===== src/rtl/mem_arbiter.sv =====
// mem_arbiter: shares the single-ported memory between core0 and core1
// with round-robin grants, held off while the external loader owns memory.
module mem_arbiter #(
    parameter int ADDR_WIDTH = 20,
    parameter int DATA_WIDTH = 128
) (
    input  logic                  clk,
    input  logic                  reset,
    input  logic                  is_loading_memory_into_core,

    input  logic                  core0_req,
    input  logic                  core0_we,
    input  logic [ADDR_WIDTH-1:0] core0_addr,
    input  logic [DATA_WIDTH-1:0] core0_wr_data,
    output logic                  core0_ready,
    output logic [DATA_WIDTH-1:0] core0_rd_data,

    input  logic                  core1_req,
    input  logic                  core1_we,
    input  logic [ADDR_WIDTH-1:0] core1_addr,
    input  logic [DATA_WIDTH-1:0] core1_wr_data,
    output logic                  core1_ready,
    output logic [DATA_WIDTH-1:0] core1_rd_data,

    output logic                  mem_requested,
    output logic                  mem_we,
    output logic [ADDR_WIDTH-1:0] mem_addr,
    output logic [DATA_WIDTH-1:0] mem_wr_data,
    output logic                  mem_reset_req,
    input  logic [DATA_WIDTH-1:0] mem_rd_data,
    input  logic                  mem_ready
);

    typedef enum logic [1:0] {
        IDLE,
        ISSUE,
        RESP,
        RELEASE
    } state_t;

    state_t state, state_n;

    logic last_grant, last_grant_n;
    logic gnt, gnt_n;
    logic pick;
    logic gnt_req;

    logic                  mem_requested_n;
    logic                  mem_we_n;
    logic [ADDR_WIDTH-1:0] mem_addr_n;
    logic [DATA_WIDTH-1:0] mem_wr_data_n;
    logic                  mem_reset_req_n;
    logic                  core0_ready_n;
    logic                  core1_ready_n;
    logic [DATA_WIDTH-1:0] core0_rd_data_n;
    logic [DATA_WIDTH-1:0] core1_rd_data_n;

    // On a tie the core that did not win last time goes next
    always_comb begin
        pick = core1_req;
        if (core0_req && core1_req) begin
            pick = ~last_grant;
        end
    end

    assign gnt_req = gnt ? core1_req : core0_req;

    always_ff @(posedge clk or posedge reset) begin
        if (reset) begin
            state <= IDLE;
        end else begin
            state <= state_n;
        end
    end

    always_comb begin
        state_n         = state;
        last_grant_n    = last_grant;
        gnt_n           = gnt;
        mem_requested_n = mem_requested;
        mem_we_n        = mem_we;
        mem_addr_n      = mem_addr;
        mem_wr_data_n   = mem_wr_data;
        mem_reset_req_n = 1'b0;
        core0_ready_n   = 1'b0;
        core1_ready_n   = 1'b0;
        core0_rd_data_n = core0_rd_data;
        core1_rd_data_n = core1_rd_data;

        unique case (state)
            IDLE: begin
                if (!is_loading_memory_into_core &&
                    (core0_req || core1_req)) begin
                    gnt_n           = pick;
                    last_grant_n    = pick;
                    mem_requested_n = 1'b1;
                    mem_we_n        = pick ? core1_we : core0_we;
                    mem_addr_n      = pick ? core1_addr : core0_addr;
                    mem_wr_data_n   = pick ? core1_wr_data
                                           : core0_wr_data;
                    state_n         = ISSUE;
                end
            end
            ISSUE: begin
                if (mem_ready) begin
                    mem_requested_n = 1'b0;
                    mem_reset_req_n = 1'b1;
                    if (gnt) begin
                        core1_rd_data_n = mem_rd_data;
                        core1_ready_n   = 1'b1;
                    end else begin
                        core0_rd_data_n = mem_rd_data;
                        core0_ready_n   = 1'b1;
                    end
                    state_n = RESP;
                end
            end
            RESP: begin
                state_n = RELEASE;
            end
            RELEASE: begin
                // A request still held after completion must not reissue
                if (!gnt_req) begin
                    state_n = IDLE;
                end
            end
            default: begin
                state_n = IDLE;
            end
        endcase
    end

    always_ff @(posedge clk or posedge reset) begin
        if (reset) begin
            last_grant    <= 1'b1;
            gnt           <= 1'b0;
            mem_requested <= 1'b0;
            mem_we        <= 1'b0;
            mem_addr      <= '0;
            mem_wr_data   <= '0;
            mem_reset_req <= 1'b0;
            core0_ready   <= 1'b0;
            core1_ready   <= 1'b0;
            core0_rd_data <= '0;
            core1_rd_data <= '0;
        end else begin
            last_grant    <= last_grant_n;
            gnt           <= gnt_n;
            mem_requested <= mem_requested_n;
            mem_we        <= mem_we_n;
            mem_addr      <= mem_addr_n;
            mem_wr_data   <= mem_wr_data_n;
            mem_reset_req <= mem_reset_req_n;
            core0_ready   <= core0_ready_n;
            core1_ready   <= core1_ready_n;
            core0_rd_data <= core0_rd_data_n;
            core1_rd_data <= core1_rd_data_n;
        end
    end

endmodule


===== config.mk =====
export PLATFORM = sky130hd
export DESIGN_NAME = mem_arbiter
export DESIGN_NICKNAME = d
export VERILOG_FILES = /design/src/rtl/mem_arbiter.sv
export SDC_FILE = /design/constraint.sdc
export NUM_CORES = 1
export LEC_CHECK = 0
export CAP_MARGIN = 0
export CELL_PAD_IN_SITES_DETAIL_PLACEMENT = 0
export CELL_PAD_IN_SITES_GLOBAL_PLACEMENT = 2
export CORE_AREA = 2 2 329 331
export DETAILED_ROUTE_END_ITERATION = 16
export DIE_AREA = 0 0 331 333
export PLACE_DENSITY = 0.6
export SLEW_MARGIN = 20
export SYNTH_ARGS = -nofsm -noshare
export SYNTH_HDL_FRONTEND = slang
export SYNTH_SLANG_ARGS = --single-unit

===== constraint.sdc =====
create_clock -name clk -period 20.2 [get_ports clk]
set_input_delay 5.05 -clock clk [delete_from_list [all_inputs] [get_ports clk]]
set_output_delay 5.05 -clock clk [all_outputs]
set_load 0.05 [all_outputs]

Word-level counts from Yosys, hierarchy flattened. Cells that the tools add are included.

Multiplexer cells: 20. Eq/ne operators: 6. Reduce and logical (&&, ||, !) cells: 11. Bitwise logic cells: 2.

Operator list (number): $mux 128 (1); $mux 20 (1); $mux 1 (13); $reduce_and 3->1 (4); $pmux 2 s4 (1); $mux 2 (3); $ne 2x2->1 const B (3); $eq 2x2->1 const B (2); $eq 2x1->1 const B (1); $logic_and 1x1->1 (2); $logic_not 2->1 (1); $not 1->1 (2); $pmux 1 s2 (1); $reduce_and 2->1 (1); $reduce_bool 2->1 (1); $logic_not 1->1 (1); $logic_or 1x1->1 (1).

Bits of input ports: 432. Output and inout port bits: 409. Bits in registers: 413. Word-level logic and storage cells: 51.

Longest topological paths before layout. Gate-level depths: netlist of run 1.

Word-level depth: 4. Mapped depth: 8. Mapped depth without buffers: 6.

Least setup slack after synthesis of run 1. Ideal clock, no wire load.

Kind: in2reg. Start: input port core1_req. End: register mem_addr[19]. Slack: 13.847 ns. Arrival time: 6.228 ns. Required time: 20.075 ns. Cell stages on the path: 5. Setup time: 0.125 ns. Buffers on the path: 2. Path through: a21boi_2 buf_4 buf_2 mux2_2 mux2_2.

Longest elaborated chain between the ends: 3. Elaborated cells on any way between the ends: 6. Classes of those cells: mux: 2; reduce/logical: 4.

Ends and longest elaborated chain: from (decl) (line 18) `input logic core1_req,`; $logic_and 1x1->1 / $logic_or 1x1->1 (equally long branches) (line 61, 93); $mux 1 / $logic_and 1x1->1 (equally long branches) (line 61, 92); $mux 20 / $reduce_and 2->1 (equally long branches); to (signal assigned) (line 151) `mem_addr <= mem_addr_n;`; to (decl) (line 27) `output logic [ADDR_WIDTH-1:0] mem_addr,`.

Several ways; a longest one is shown, not always the timed one. A chain may end at the register's enable or synchronous reset.

Final worst setup path of run 1.
Start: input port mem_ready. End: register core0_rd_data[4].

Longest elaborated chain between the ends: 1.

Ends and longest elaborated chain: from (decl) (line 31) `input logic mem_ready`; $reduce_and 3->1 (no line); to (signal assigned) (line 156) `core0_rd_data <= core0_rd_data_n;`; to (decl) (line 16) `output logic [DATA_WIDTH-1:0] core0_rd_data,`.

Every way passes these cells.

==> impl_summary.txt, run 1 <==
----------------------------------------------------
[Route]
  1st-pass router iterations ... 4
  Final antenna-violating net count ... 0
  Number of vias in the routed layout ... 12200
  Detailed-route vias per instance ... 3.64
  Final Routed Wirelength ... 66.3 mm
  Post-detailed-route wirelength per cell ... a little under 20 um
  DRC violation count after routing ... 0
  DRC violation total after the first TritonRoute iteration ... about 250

[Setup path]
  Required time of the critical path ... between 20 and 25 ns
  Buffers and inverters on the worst path ... 5
  Worst R2R Start ... state[1]
  Critical path type ... input pin to flip-flop
  CP Cell Sequence ... clkdlybuf4s50_1 > and2_1 > nand2b_4 > buf_4 > buf_4 > inv_1 > buf_4 > mux2_2
  Crit-path leading delay family ... buffers and inverters
  Worst path arrival time ... between 8 and 9 ns
  Maximum fanout encountered on the critical timing path ... 54
  Cell type with the highest occurrence count on the critical path ... buf_4
  Crit Reg-Reg Endpoint ... core0_rd_data[4]
  Largest stage delay, worst path ... between 0.7 and 0.8 ns
  Register-to-Register Setup Slack ... around 17 ns
  Worst Reg-to-Reg Cells ... 9
  Endpoint class of the critical path ... flip-flop
  Startpoint class of the critical path ... input pin
  Worst path slowest cell ... buf_4

[STA]
  Worst hold-check slack ... about 0.5 ns
  Final count of hold timing violations ... 0
  Max transition margin ... about 33%
  Min Clock Period, post-route ... 7.70 ns
  Number of max-slew violations in the final report ... 0
  Final total negative setup slack ... 0 ns
  Highest clock frequency the design can meet ... roughly 130 MHz
  Setup skew after layout ... 0.0186 ns
  Transition time at the pin with the least slew margin ... 1.00 ns
  RSZ-0062 raised after global routing ... no
  Period utilisation layout ... 38.1%
  Final-report setup violation count ... 0

[Global route]
  Wire length of the first global-routing pass ... 94.2 mm
  Pin count of the biggest net entering global routing ... ~150
  Most congested layer reported by global routing ... met2
  GR Util met1 ... between 10% and 20%
  Global routing met3 resource utilization ... under 10%
  Antenna violations before repair ... 8
  Via count of the first global-routing pass ... ~14000
  Gr usage total ... between 10% and 20%
  Met2 track utilization from global routing ... 21.2%
  GRT overflow ... 0

[Power]
  Switching part of the total ... a little under half
  Max VDD drop ... just under 0.1 mV
  Share of power burned in combinational logic ... 57.2%
  P_int ... 3.00 mW
  Register share of total power ... a little over a quarter
  Total leakage power ... between 10 and 15 nW
  Total net switching power ... ~2.7 mW
  Clk pwr share ... roughly 17%
  Power per standard cell area ... 196 mW/mm2

[Min path]
  Beginning of the worst hold path ... core0_rd_data[52]
  Cell depth of the worst min-delay path ... 1
  Path type of the worst min-delay path ... flip-flop to flip-flop
  Hold Crit Endpoint ... core0_rd_data[52]

[CTS]
  Hold-fix buffers, CTS ... 0
  Maximum clock insertion buffer count ... 3
  TritonCTS buffer count ... 53
  CTS tree ... yes
  Clock transition at path regs ... 0.05 ns
  Number of gates given a new drive strength after cts ... 0
  Clock insertion delay at the later pin of the skew report ... between 0.6 and 0.7 ns
  Buffer count from post-CTS setup fixing ... 0
  Clock H-tree levels ... 2
  Clock sink total ... around 410
  Clock root buffer ... clkbuf_16

[Floorplan]
  Site Rows ... between 100 and 150
  Horizontal die dimension ... around 330 um
  Initial Util ... ~16%
  Die Footprint ... 0.110 mm2
  Ports placed on the boundary ... 841
  Core Area ... 0.107 mm2
  Height of the chip ... around 330 um

[Final layout]
  Post-layout nets ... ~2300
  Final core utilization ... between 20% and 30%
  Relative area change from synthesis to final layout ... 68.5%
  Share of post-route cells with drive strength above 1 ... approximately 34%
  Count of fill cells added during filler insertion ... approximately 11000

[Synth]
  Syn nets ... around 1500
  Avg Inst Size Synth ... roughly 16 um2
  Number of library cell types mapped by synthesis ... 20
  Netlist Area Pre-Place ... ~0.017 mm2
  Post-synthesis sequential area ratio ... roughly three fifths
  #FFs+latches synth ... between 400 and 500
  Yosys synthesis warning count ... 0
  Cell count after synthesis ... 1056

[Placement]
  Final Wtd Congestion ... approximately 0.78
  HPWL reported at the end of detailed placement ... 49.9 mm
  PortBufs ... between 800 and 900

[Outcome]
  Outcome ... completed

[Flow run]
  Max-cap viol count ... 0

----------------------------------------------------
[routing by layer]
metal / vias to the layer above / share of wire [%]
li1: 5494 / -
met1: 6056 / 34
met2: 523 / 52
met3: 112 / 10
met4: 8 / 4.0
met5: - / 0.084
[synth_stat cells]
master	count	area share, %
a21boi_2	1	0.066
o2bb2ai_1	1	0.051
and2_1	1	0.037
mux2_2	558	37
dfstp_2	1	0.15
nor2_2	1	0.037
a221oi_1	1	0.051
inv_1	7	0.15
ha_1	5	0.37
buf_2	46	1.3
buf_4	13	0.57
and3_1	1	0.037
nand2b_1	1	0.037
o21bai_1	1	0.044
dfrtp_1	412	60
nor2b_1	1	0.037
clkbuf_1	1	0.022
nor2_1	1	0.022
mux2i_1	2	0.12
a21oi_1	1	0.029
[power by group through the flow]
| stage | clock, mW | combinational, mW | sequential [mW] |
|---|---|---|---|
| floorplan | 0 | 0.600 | 2.92 |
| global route | 1.03 | 3.35 | 1.53 |
| global placement | 0 | 3.27 | 1.48 |
| CTS | 0.990 | 3.28 | 1.48 |
| finish | 0.945 | 3.23 | 1.47 |
| detailed placement | 0 | 3.27 | 1.49 |
[per-stage QoR]
stage	cells	area [um2]	setup slack, ns	total power, mW
after floorplan	1056	17100	3.66	3.51
after global placement	3252	27100	11.74	4.74
after detailed placement	3252	27100	11.77	4.76
after CTS	3347	28900	12.47	5.76
after global routing	3349	28900	12.31	5.91
final	3349	28900	12.50	5.65
[logic make-up after synthesis]
logic type,after synthesis,synth area share [%]
muxes,560,36.8
DFF,413,60.3
and+or+nand+nor,6,0.205
adders and majority gates,5,0.365
buffers and inverters,67,2.09
AOI/OAI and AO/OA,5,0.241
[registers in the layout, summed over array words and instances, names as in the netlist]
register / flops
core0_rd_data: 128
core1_rd_data: 128
mem_wr_data: 128
mem_addr: 20
state: 2
core0_ready: 1
core1_ready: 1
gnt: 1
last_grant: 1
mem_requested: 1
mem_reset_req: 1
mem_we: 1
[worst reg2reg max path, cell delays in order, from the launching register on]
cell	delay [ns]
dfrtp_1	0.39
inv_1	0.10
ha_1	0.25
and2_1	0.20
nand2b_4	0.24
buf_4	0.70
buf_4	0.84
inv_1	0.12
buf_4	0.26
mux2_2	0.32
[layout make-up]
| class | count | area [um2] | share of cell area (%) |
|---|---|---|---|
| Clock inverter | 14 | 178 | 0.615 |
| Multi-Input combinational cell | 576 | 6470 | 22.4 |
| Clock buffer | 81 | 1560 | 5.41 |
| Sequential cell | 413 | 10300 | 35.8 |
| Inverter | 7 | 33.8 | 0.117 |
| Antenna cell | 2 | 5.00 | 0.0173 |
| Timing Repair Buffer | 853 | 8530 | 29.6 |
| Tap cell | 1403 | 1760 | 6.08 |
[worst max-delay path by stage]
stage,from,to,slack (ns),cells after the start
2_1_floorplan,reset,core0_rd_data[0],3.66,1
3_3_place_gp,mem_ready,core0_rd_data[4],11.74,8
3_5_place_dp,mem_ready,core0_rd_data[1],11.77,8
4_1_cts,mem_ready,core0_rd_data[11],12.47,8
5_1_grt,mem_ready,core0_rd_data[6],12.31,8
6_report,mem_ready,core0_rd_data[4],12.50,8
[placed cells by master (no fill, tap or decap), drive strengths merged, types with 2 or more instances in the layout]
master           n
diode            2
bufinv           3
clkbuf          81
buf             13
mux2i            2
clkdlybuf4s50  840
mux2           558
dfrtp          412
clkinv           9
ha               5
nor2             2
inv              8
No activity file was read; power rests on OpenSTA's default activity.
==> inputs of run 2 (changes only) <==
--- a/config.mk
+++ b/config.mk
@@ -8,10 +8,10 @@
 export CAP_MARGIN = 0
 export CELL_PAD_IN_SITES_DETAIL_PLACEMENT = 0
 export CELL_PAD_IN_SITES_GLOBAL_PLACEMENT = 2
-export CORE_AREA = 2 2 329 331
+export CORE_AREA = 2 2 323 325
 export DETAILED_ROUTE_END_ITERATION = 16
-export DIE_AREA = 0 0 331 333
-export PLACE_DENSITY = 0.6
+export DIE_AREA = 0 0 325 327
+export PLACE_DENSITY = 0.64
 export SLEW_MARGIN = 20
 export SYNTH_ARGS = -nofsm -noshare
 export SYNTH_HDL_FRONTEND = slang
==> constraint.sdc (replaced) <==
create_clock -name clk -period 6.34 [get_ports clk]
set_input_delay 1.585 -clock clk [delete_from_list [all_inputs] [get_ports clk]]
set_output_delay 1.585 -clock clk [all_outputs]
set_load 0.05 [all_outputs]
==> impl_summary.txt, run 2 (synthesis gave the netlist of run 1 again) <==
----------------------------------------------------
[Setup path]
  Largest stage delay, worst path ... 1.00 ns (+0.27 ns)
  Worst path arrival time ... 2.04 ns (-6.15 ns)
  Maximum fanout encountered on the critical timing path ... 2 (-96%)
  Register-to-Register Setup Slack ... 3.71 ns (-12.97 ns)
  CP Cell Sequence ... clkdlybuf4s50_1
  Startpoint class of the critical path ... flip-flop
  Crit-path leading delay family ... buffers and inverters
  Worst path slowest cell ... clkdlybuf4s50_1
  Buffers and inverters on the worst path ... 1 (-4)
  Endpoint class of the critical path ... output port
  Required time of the critical path ... 4.76 ns (-15.93 ns)
  Critical path type ... flip-flop to output port

[Route]
  Final antenna-violating net count ... 0 (unchanged)
  1st-pass router iterations ... 4 (unchanged)
  Post-detailed-route wirelength per cell ... 20.8 um (+4.9%)
  Number of vias in the routed layout ... 12200 (+0.12%)
  Final Routed Wirelength ... 69.3 mm (+4.4%)
  DRC violation total after the first TritonRoute iteration ... 299 (+18%)
  DRC violation count after routing ... 0 (unchanged)
  Detailed-route vias per instance ... 3.66 (+0.51%)

[Floorplan]
  Site Rows ... 118 (-1.7%)
  Height of the chip ... 327 um (-1.8%)
  Die Footprint ... 0.106 mm2 (-3.6%)
  Initial Util ... 16.7% (+0.58 points)
  Horizontal die dimension ... 325 um (-1.8%)
  Core Area ... 0.103 mm2 (-3.5%)
  Ports placed on the boundary ... 841 (unchanged)

[STA]
  Highest clock frequency the design can meet ... between 200 and 300 MHz
  Worst hold-check slack ... 0.502 ns (+0.000764 ns)
  Final-report setup violation count ... 0 (unchanged)
  Max transition margin ... 27.3% (-5.8 points)
  Setup skew after layout ... 0.0243 ns (+0.00572 ns)
  Final count of hold timing violations ... 0 (unchanged)
  Min Clock Period, post-route ... roughly 3.6 ns
  RSZ-0062 raised after global routing ... no
  Period utilisation layout ... 57.2%
  Number of max-slew violations in the final report ... 0 (unchanged)
  Transition time at the pin with the least slew margin ... 1.09 ns (+0.0862 ns)

[Global route]
  Wire length of the first global-routing pass ... 100 mm (+6.2%)
  Pin count of the biggest net entering global routing ... 111 (-27%)
  Antenna violations before repair ... 6 (-2)
  Gr usage total ... 12.7% (+1.2 points)
  GRT overflow ... 0 (unchanged)
  Via count of the first global-routing pass ... 14000 (+1.8%)

[Placement]
  Final Wtd Congestion ... 0.849 (+8.5%)
  HPWL reported at the end of detailed placement ... 53.3 mm (+6.8%)
  Total instance count after detailed placement ... 3234 (-0.55%)
  PortBufs ... 840 (unchanged)

[Power]
  Total leakage power ... 11.5 nW (+0.65%)
  Power per standard cell area ... 626 mW/mm2 (+220%)
  Max VDD drop ... 0.394 mV (+300%)

[Flow run]
  Max-cap viol count ... 0 (unchanged)

[Final layout]
  Area occupied by multi-input gates ... 0.00647 mm2 (unchanged)
  Registers with the most flip-flops ... core0_rd_data (128), core1_rd_data (128), mem_wr_data (128)
  Relative area change from synthesis to final layout ... 69.3%
  Leading cell type in the layout, fill and taps excluded ... clkdlybuf4s50_1
  Area used by sequential logic in the layout ... 0.0103 mm2 (unchanged)
  Share of post-route cells with drive strength above 1 ... 34.1% (+0.32 points)
  Count of fill cells added during filler insertion ... 10500 (-3.7%)
  Post-route insts no fill ... 3336 (-0.39%)
  Commonest non-fill, non-tap cells in the layout ... clkdlybuf4s50_1, mux2_2, dfrtp_1
  Post-layout nets ... 2345 (+0.17%)

[CTS]
  Clock transition at path regs ... 0.06 ns (about the same)
  Maximum clock insertion buffer count ... 3 (unchanged)
  Clock insertion delay at the later pin of the skew report ... 0.62 ns (about the same)
  CTS tree ... yes
  Number of gates given a new drive strength after cts ... 0 (unchanged)
  Clock sink total ... 413 (unchanged)
  Clock root buffer ... clkbuf_16
  TritonCTS buffer count ... 52 (-1.9%)
  Hold-fix buffers, CTS ... 0 (unchanged)
  Clock H-tree levels ... 2 (unchanged)
  Buffer count from post-CTS setup fixing ... 0 (unchanged)

[Outcome]
  Outcome ... completed

[Min path]
  Path type of the worst min-delay path ... flip-flop to flip-flop

----------------------------------------------------
-- run 2: worst reg2reg max path, delay by kind of cell (launching register included) --
family                     cells  cell delay (ns)
adders and majority gates      1             0.21
and+or+nand+nor                2             0.44
muxes                          1             0.44
DFF                            1             0.41
buffers and inverters          2             1.01
-- run 2: final timing paths --
path / startpoint / end / cells after the start
max: mem_wr_data[127] / mem_wr_data[127] / 1
min: core0_rd_data[49] / core0_rd_data[49] / 1
max reg2reg: state[1] / core0_rd_data[4] / 6
min reg2reg: core0_rd_data[49] / core0_rd_data[49] / 1
max in group asynchronous: reset / core0_rd_data[18] / 3
min in group asynchronous: reset / core1_rd_data[113] / 2
-- run 2: per-layer routing --
| metal | wire length, um | GRT usage (%) |
|---|---|---|
| met1 | 24800 | 13.0 |
| met2 | 36000 | 23.1 |
| met3 | 5980 | 5.33 |
| met4 | 2400 | 4.66 |
| met5 | 41 | 0 |
-- run 2: stage by stage --
step | TNS (ns) | worst slack (ns) | area, um2 | total power [mW] | util, %
CTS | 0 | 2.57 | 29000 | 18.5 | 28.2
global route | 0 | 2.57 | 29000 | 18.9 | 28.2
finish | 0 | 2.72 | 29000 | 18.1 | 28.2
global placement | 0 | 2.21 | 27200 | 15.2 | 26.4
floorplan | -334.45 | -0.812 | 17100 | 11.2 | -
detailed placement | 0 | 2.14 | 27200 | 15.3 | 26.4
-- run 2: final cells by class --
cell class	instances	share of cell area, %
flip-flops and latches	413	35.6
repair buffers	858	29.8
multi-input cells	576	22.3
well taps	1380	5.95
clock buffers	84	5.52
clock inverters	14	0.638
inverters	7	0.104
diodes	4	0.0345
-- run 2: power breakdown --
part | switching, mW | total (mW) | internal [mW]
Clock | 1.22 | 3.07 | 1.85
Combinational | 6.59 | 10.4 | 3.77
Sequential | 0.739 | 4.72 | 3.98
Total | 8.54 | 18.1 | 9.61
==> inputs of run 3 (changes only) <==
==> constraint.sdc (replaced) <==
create_clock -name clk -period 3.3 [get_ports clk]
set_input_delay 0.825 -clock clk [delete_from_list [all_inputs] [get_ports clk]]
set_output_delay 0.825 -clock clk [all_outputs]
set_load 0.05 [all_outputs]
==> impl_summary.txt, run 3 (synthesis gave the netlist of run 1 again) <==
----------------------------------------------------
[Final layout]
  Leading cell type in the layout, fill and taps excluded ... clkdlybuf4s50_1
  Post-layout nets ... 2376 (+1.3%)
  Area used by sequential logic in the layout ... 0.0103 mm2 (unchanged)
  Finished Cell Area ... 0.0292 mm2 (+0.53%)
  Commonest non-fill, non-tap cells in the layout ... clkdlybuf4s50_1, mux2_2, dfrtp_1
  Area occupied by multi-input gates ... 0.00647 mm2 (unchanged)
  Share of post-route cells with drive strength above 1 ... 35.3% (+1.2 points)
  Relative area change from synthesis to final layout ... 70.2%
  Count of fill cells added during filler insertion ... 10600 (+0.48%)
  Post-route insts no fill ... 3358 (+0.66%)
  Final core utilization ... 28.3% (+0.15 points)
  Registers with the most flip-flops ... core0_rd_data (128), core1_rd_data (128), mem_wr_data (128)

[Global route]
  Wire length of the first global-routing pass ... 100 mm (+0.31%)
  Pin count of the biggest net entering global routing ... 84 (-24%)
  Gr usage total ... 12.8% (+0.088 points)
  GRT overflow ... 0 (unchanged)
  Via count of the first global-routing pass ... 14200 (+1.2%)
  Antenna violations before repair ... 3 (-3)

[Placement]
  Total instance count after detailed placement ... 3268 (+1.1%)
  Worst slack after detailed placement ... 0.402 ns (-1.74 ns)
  Final Wtd Congestion ... 0.828 (-2.5%)
  PortBufs ... 840 (unchanged)
  Placed cell areas ... 0.0276 mm2 (+1.2%)
  HPWL reported at the end of detailed placement ... 55.2 mm (+3.6%)

[Floorplan]
  Initial Util ... 16.7% (unchanged)
  Die Footprint ... 0.106 mm2 (unchanged)
  Horizontal die dimension ... 325 um (unchanged)
  Site Rows ... 118 (unchanged)
  Core Area ... 0.103 mm2 (unchanged)
  Ports placed on the boundary ... 841 (unchanged)
  Height of the chip ... 327 um (unchanged)

[Setup path]
  Largest stage delay, worst path ... 1.02 ns (+0.02 ns)
  Maximum fanout encountered on the critical timing path ... 2 (unchanged)
  Buffers and inverters on the worst path ... 1 (unchanged)
  Startpoint class of the critical path ... flip-flop
  Worst R2R Start ... state[1]
  Crit Reg-Reg Endpoint ... core1_rd_data[108]
  Register-to-Register Setup Slack ... 1.10 ns (-2.61 ns)
  Required time of the critical path ... 2.47 ns (-2.29 ns)
  Worst Reg-to-Reg Cells ... 5 (-1)
  Crit-path leading delay family ... buffers and inverters
  Worst path slowest cell ... clkdlybuf4s50_1
  Worst path arrival time ... 1.97 ns (-0.07 ns)
  Critical path type ... flip-flop to output port
  CP Cell Sequence ... clkdlybuf4s50_1
  Endpoint class of the critical path ... output port

[STA]
  Max transition margin ... 46.5% (+19 points)
  Min Clock Period, post-route ... 2.80 ns
  Transition time at the pin with the least slew margin ... 0.800 ns (-0.289 ns)
  Final-report setup violation count ... 0 (unchanged)
  Number of max-slew violations in the final report ... 0 (unchanged)
  Final WS setup ... 0.504 ns (-2.21 ns)
  Period utilisation layout ... a little over four fifths
  Final total negative setup slack ... 0 ns (unchanged)
  Setup skew after layout ... 0.0156 ns (-0.00878 ns)
  RSZ-0062 raised after global routing ... no
  Worst hold-check slack ... 0.501 ns (-0.00113 ns)
  Final count of hold timing violations ... 0 (unchanged)
  Highest clock frequency the design can meet ... 358 MHz

[Route]
  DRC violation total after the first TritonRoute iteration ... 299 (unchanged)
  Number of vias in the routed layout ... 12400 (+1.3%)
  Final Routed Wirelength ... 69.8 mm (+0.72%)
  DRC violation count after routing ... 0 (unchanged)
  1st-pass router iterations ... 4 (unchanged)
  Final antenna-violating net count ... 0 (unchanged)
  Detailed-route vias per instance ... 3.68 (+0.67%)
  Post-detailed-route wirelength per cell ... 20.8 um (about the same)

[Power]
  Total leakage power ... 11.6 nW (+0.95%)
  Power per standard cell area ... 1190 mW/mm2 (+90%)
  Design Power ... 34.6 mW (+91%)
  Max VDD drop ... 0.693 mV (+76%)

[CTS]
  TritonCTS buffer count ... 49 (-5.8%)
  Clock root buffer ... clkbuf_16
  Number of gates given a new drive strength after cts ... 0 (unchanged)
  Clock insertion delay at the later pin of the skew report ... 0.60 ns (-0.02 ns)
  Clock H-tree levels ... 2 (unchanged)
  Maximum clock insertion buffer count ... 3 (unchanged)
  Buffer count from post-CTS setup fixing ... 0 (unchanged)
  Hold-fix buffers, CTS ... 0 (unchanged)
  Clock sink total ... 413 (unchanged)
  CTS tree ... yes
  Clock transition at path regs ... 0.06 ns (about the same)

[Min path]
  Path type of the worst min-delay path ... flip-flop to flip-flop
  Beginning of the worst hold path ... mem_wr_data[12]
  Cell depth of the worst min-delay path ... 1 (unchanged)
  Hold Crit Endpoint ... mem_wr_data[12]

[Outcome]
  Outcome ... completed

[Flow run]
  Max-cap viol count ... 0 (unchanged)

----------------------------------------------------
==> run 3: worst max-delay path by stage <==
stage,endpoint,cells after the start,start,slack (ns)
global placement,mem_wr_data[76],6,core1_req,0.46
detailed placement,mem_wr_data[63],6,core1_req,0.40
CTS,mem_wr_data[1],1,mem_wr_data[1],0.39
global route,mem_wr_data[1],1,mem_wr_data[1],0.42
finish,mem_wr_data[72],1,mem_wr_data[72],0.50
floorplan,core0_rd_data[0],1,reset,-3.09
==> run 3: layer usage <==
metal / share of wire, % / vias up / GRT usage (%)
met1: 36 / 6234 / 13.3
met5: 0.019 / - / 0
met2: 53 / 485 / 23.5
met3: 8.1 / 92 / 4.92
met4: 2.9 / 2 / 4.26
li1: - / 5558 / -
==> run 3: final cells by class <==
class | count | area share, %
Clock inverter | 20 | 0.716
Timing Repair Buffer | 892 | 30.8
Tap cell | 1380 | 5.92
Inverter | 7 | 0.103
Sequential cell | 413 | 35.4
Clock buffer | 68 | 4.79
Multi-Input combinational cell | 576 | 22.2
Antenna cell | 2 | 0.0172
==> run 3: power breakdown <==
part	switching [mW]	internal, mW
Sequential	1.45	7.65
Clock	2.25	3.20
Combinational	12.7	7.36
